<file path="src/rtl/score_digits.sv">
// Sequential binary-to-BCD converter (double dabble, one bit per clock).
// Result is committed to the renderer only on frame_sync so digits never tear.
module score_digits #(
  parameter int W = 14,
  parameter int L = 4
) (
  input  logic               clk,
  input  logic               rst,
  input  logic [W-1:0]       value,
  input  logic               load,
  input  logic               frame_sync,
  output logic [L-1:0][3:0]  digits,
  output logic               busy,
  output logic               overflow
);

  function automatic int dec_digits(input int w, input int l);
    longint m;
    int     n;
    m = (longint'(1) << w) - 1;
    n = 1;
    while (m >= 10) begin
      m = m / 10;
      n = n + 1;
    end
    return (n > l) ? n : l;
  endfunction

  localparam int          ND  = dec_digits(W, L);
  localparam int          CW  = $clog2(W + 1);
  localparam logic [63:0] LIM = 64'(10 ** L);

  typedef enum logic [1:0] {
    IDLE,
    SHIFT,
    COMMIT
  } state_t;

  state_t              state_q, state_d;
  logic [W-1:0]        bin_q, bin_d;
  logic [ND*4-1:0]     bcd_q, bcd_d;
  logic [CW-1:0]       cnt_q, cnt_d;
  logic                ovf_cap_q, ovf_cap_d;
  logic                pend_q, pend_d;
  logic [W-1:0]        pval_q, pval_d;
  logic [L-1:0][3:0]   sh_dig_q, sh_dig_d;
  logic                sh_ovf_q, sh_ovf_d;
  logic [L-1:0][3:0]   dig_q, dig_d;
  logic                ovf_q, ovf_d;

  logic [ND*4-1:0]     adj;
  logic [ND*4+W-1:0]   shifted;
  logic                start;
  logic [W-1:0]        start_val;

  // Add-3 correction applied before each shift
  always_comb begin
    adj = bcd_q;
    for (int k = 0; k < ND; k++) begin
      if (bcd_q[k*4 +: 4] >= 4'd5) adj[k*4 +: 4] = bcd_q[k*4 +: 4] + 4'd3;
    end
    shifted = {adj, bin_q} << 1;
  end

  always_comb begin
    state_d   = state_q;
    bin_d     = bin_q;
    bcd_d     = bcd_q;
    cnt_d     = cnt_q;
    ovf_cap_d = ovf_cap_q;
    pend_d    = pend_q;
    pval_d    = pval_q;
    sh_dig_d  = sh_dig_q;
    sh_ovf_d  = sh_ovf_q;
    dig_d     = dig_q;
    ovf_d     = ovf_q;
    start     = 1'b0;
    start_val = value;

    unique case (state_q)
      IDLE: begin
        if (load) begin
          start  = 1'b1;
          pend_d = 1'b0;
        end else if (pend_q) begin
          start     = 1'b1;
          start_val = pval_q;
          pend_d    = 1'b0;
        end
      end
      SHIFT: begin
        {bcd_d, bin_d} = shifted;
        cnt_d          = cnt_q - CW'(1);
        if (cnt_q == CW'(1)) state_d = COMMIT;
      end
      COMMIT: begin
        for (int i = 0; i < L; i++) begin
          sh_dig_d[i] = ovf_cap_q ? 4'd9 : bcd_q[(L-1-i)*4 +: 4];
        end
        sh_ovf_d = ovf_cap_q;
        if (pend_q) begin
          start     = 1'b1;
          start_val = pval_q;
          pend_d    = 1'b0;
        end else begin
          state_d = IDLE;
        end
      end
      default: state_d = IDLE;
    endcase

    if (start) begin
      bin_d     = start_val;
      bcd_d     = '0;
      cnt_d     = CW'(W);
      ovf_cap_d = ({{(64-W){1'b0}}, start_val} >= LIM);
      state_d   = SHIFT;
    end

    // A load arriving outside IDLE (COMMIT included) waits; newest wins
    if (load && state_q != IDLE) begin
      pend_d = 1'b1;
      pval_d = value;
    end

    if (frame_sync) begin
      dig_d = sh_dig_q;
      ovf_d = sh_ovf_q;
    end
  end

  always_ff @(posedge clk or posedge rst) begin
    if (rst) begin
      state_q   <= IDLE;
      bin_q     <= '0;
      bcd_q     <= '0;
      cnt_q     <= '0;
      ovf_cap_q <= 1'b0;
      pend_q    <= 1'b0;
      pval_q    <= '0;
      sh_dig_q  <= '0;
      sh_ovf_q  <= 1'b0;
      dig_q     <= '0;
      ovf_q     <= 1'b0;
    end else begin
      state_q   <= state_d;
      bin_q     <= bin_d;
      bcd_q     <= bcd_d;
      cnt_q     <= cnt_d;
      ovf_cap_q <= ovf_cap_d;
      pend_q    <= pend_d;
      pval_q    <= pval_d;
      sh_dig_q  <= sh_dig_d;
      sh_ovf_q  <= sh_ovf_d;
      dig_q     <= dig_d;
      ovf_q     <= ovf_d;
    end
  end

  assign digits   = dig_q;
  assign overflow = ovf_q;
  assign busy     = (state_q != IDLE) || pend_q;

endmodule

</file>
<file path="config.mk">
export PLATFORM = sky130hd
export DESIGN_NAME = score_digits
export DESIGN_NICKNAME = d
export VERILOG_FILES = /design/src/rtl/score_digits.sv
export SDC_FILE = /design/constraint.sdc
export NUM_CORES = 1
export LEC_CHECK = 0
export ABC_AREA = 1
export BUFFER_PORTS_ARGS = -buffer_cell sky130_fd_sc_hd__buf_4
export CAP_MARGIN = 10
export CORE_ASPECT_RATIO = 0.9
export CORE_UTILIZATION = 44
export CTS_CLUSTER_DIAMETER = 60
export DETAILED_ROUTE_END_ITERATION = 16
export PLACE_DENSITY = 0.68
export SLEW_MARGIN = 20
export SYNTH_ARGS = -nofsm -noshare
export SYNTH_HDL_FRONTEND = slang
export SYNTH_SLANG_ARGS = --single-unit
export TNS_END_PERCENT = 30
</file>
<file path="constraint.sdc">
create_clock -name clk -period 4.2 [get_ports clk]
set_clock_uncertainty 0.2 [all_clocks]
set_input_delay 0.84 -clock clk [delete_from_list [all_inputs] [get_ports clk]]
set_output_delay 0.84 -clock clk [all_outputs]
set_load 0.005 [all_outputs]
</file>
==> flow_summary.json <==
{
  "worstMarginPinSlew_ns": 0.825,
  "slew_headroom": 0.449,
  "drv_cap": 0,
  "cts_tree": "built",
  "fin_crit_ns": 2.29,
  "synth_enable_flop_cells": 0,
  "synth_compound_area_frac": 0.169,
  "drc": 0,
  "reg2reg_depth": 6,
  "track_usage": 0.175,
  "status": "complete, no violations",
  "crit_buf_inv": 1,
  "grt_pass1_vias": 2745,
  "grt_overflow_total": 0,
  "wl_per_cell_um": 12.7,
  "routed_via_density": 4.96,
  "path_cells": "nor2_1 > nand2_1 > buf_4",
  "power_density_mw_per_mm2": 705,
  "hold_depth": 2,
  "cp-start-kind": "flip-flop",
  "synth_flop_cell": "dfrtp_1",
  "syn_nets": 442,
  "fin_setup_tns_ns": 0,
  "crit_path_max_incr_delay_ns": 0.50,
  "die_y_um": 92.0,
  "ys_top_cells_by_count": "86 x dfrtp_1, 63 x inv_1, 59 x nand2_1",
  "syn_inst": 414,
  "setup_viol": 0,
  "critPathTopFamily": "flip-flops",
  "synth_xor_xnor_area_share": 0.00885,
  "grt_pass1_wl_mm": 12.8,
  "yosysTopAreaCellShare": 0.544,
  "fin_area_mm2": 0.00449,
  "fin_crit_sh": 0.545,
  "arrival_ns": 1.25,
  "clkLatencyLatePin_ns": 0.36,
  "clk_path_buf_depth": 2,
  "fp.dieW_um": 102,
  "seq_area_frac_synth": 0.544,
  "drt_iter0_markers": 116,
  "yosys_warnings": 0,
  "regArea_mm2": 0.00215,
  "nets": 477,
  "vdd.ir_drop.worst_v": 0.000319,
  "io_buffers": 35,
  "nFillCells": 807,
  "synth_area_leaders": "dfrtp_1 54%, inv_1 6.0%, nand2_1 5.6%",
  "cts.htree.levels": 3,
  "dp_hpwl_mm": 5.14,
  "worst-path-stages": 3,
  "setup.worst_path.end_class": "output port",
  "drive_gt1_frac": 0.199,
  "dieArea_mm2": 0.00938,
  "slowest_stage": "dfrtp_1",
  "hold_violations": 0,
  "crit_start": "state_q[0]",
  "synth-seq-cells": 86,
  "worst-setup-path-type": "flip-flop to output port",
  "cp.required_ns": 3.16,
  "rsz0062_at_grt": "false",
  "r2r_start": "state_q[0]",
  "cp_max_fo": 5,
  "initial_utilization": 0.458,
  "final_core_util": 0.520,
  "clk_pin_slew_worst_paths_ns": 0.08,
  "synthArstFlopShare": 1.00,
  "synth_top_family_by_area": "compound AO/OA/AOI/OAI gates",
  "coreArea_mm2": 0.00865,
  "synth_adder_area_share": 0.0316,
  "grt_max_degree": 52,
  "syn_to_final_growth_pct": 13.5,
  "hp-class": "flip-flop to flip-flop",
  "num_rows": 32,
  "rrSetupSlack_ns": 2.08,
  "multi_input_area_mm2": 0.00145,
  "first_pass_iters": 5,
  "yosysMostFrequentCell": "dfrtp_1",
  "num_vias": 2838,
  "ios": 36,
  "antenna_cells": 0,
  "numCtsBuffers": 9,
  "antenna_found_initial": 0,
  "cts_num_sinks": 86,
  "drv_slew": 0,
  "place_congestion": 0.811,
  "syn_avg_cell_area_um2": 9.56,
  "yosysUniqueCellTypes": 36,
  "post-cts-setup-buffer-count": 0,
  "leakage_nw": 2.16,
  "max_freq_ghz": 0.437,
  "muxShareOfSynthArea": 0.0199,
  "place_area_mm2": 0.00430,
  "synth_top_area_cell": "dfrtp_1",
  "postCtsResizedCells": 0,
  "synth_area_mm2": 0.00396,
  "cts_hold_buf": 0,
  "ant_nets": 0,
  "routed_wl_mm": 7.28,
  "root_buffer": "clkbuf_8",
  "hp-start": "pval_q[13]",
  "synth-simple-area-share": 0.138
}
-- cell type report --
class | instances | share of cell area
repair buffers | 37 | 0.0618
well taps | 119 | 0.0331
multi-input cells | 245 | 0.323
clock buffers | 9 | 0.0276
inverters | 70 | 0.0599
clock inverters | 6 | 0.0156
flip-flops and latches | 86 | 0.479
-- report_power, final --
part / internal (mW) / switching [mW]
clock: 0.275 / 0.299
combinational: 0.508 / 0.731
sequential: 1.18 / 0.172
total: 1.96 / 1.20
-- worst register-to-register path, stage by stage, from the launching register on --
cell	delay, ns
dfrtp_1	0.54
inv_2	0.11
nor2_4	0.46
inv_2	0.32
o21ai_0	0.27
a31oi_1	0.09
o21ai_2	0.07
-- per-stage QoR --
step | hold WS [ns] | setup slack, ns | total power, mW | std cells
2_1_floorplan | 0.248 | 0.938 | 2.30 | 414
3_3_place_gp | 0.267 | 1.93 | 2.55 | 557
3_5_place_dp | 0.273 | 1.87 | 2.61 | 557
4_1_cts | 0.294 | 1.89 | 3.19 | 572
5_1_grt | 0.309 | 1.81 | 3.44 | 572
6_report | 0.292 | 1.91 | 3.17 | 572
-- sequential cells by signal (all words and copies together) (netlist names) --
register and count:
bcd_q 16, digits 16, sh_dig_q 16, bin_q 14, pval_q 14, cnt_q 4
state_q 2, overflow 1, ovf_cap_q 1, pend_q 1, sh_ovf_q 1
-- layout by cell type, fill, tap and decap left out, types with 10 or more instances in the layout --
master	count
a21oi_1	27
inv_1	62
nand3_1	16
o22ai_1	13
o21ai_0	26
dfrtp_1	86
buf_4	37
a22oi_1	14
nor2_1	27
nand2_1	59
ha_1	10
-- cells by family after synthesis --
family,after synthesis
AO/OA/AOI/OAI,106
XOR/XNOR,4
adder cells (fa/ha/maj),10
buffers and inverters,83
flip-flops,86
multiplexers,7
AND/OR/NAND/NOR,118
-- layer usage --
metal | share of wire | track usage
met4 | 0.012 | 0.0464
met1 | 0.49 | 0.235
met2 | 0.45 | 0.275
met3 | 0.041 | 0.0541
met5 | 0 | 0
-- worst paths after layout --
check	to
worst max register to register	bin_q[1]
worst min-delay path	pval_q[13]
worst max-delay path	busy
min in group asynchronous	overflow
max in group asynchronous	bin_q[0]
worst min register to register	pval_q[13]
(Power assumes the default switching activity.)
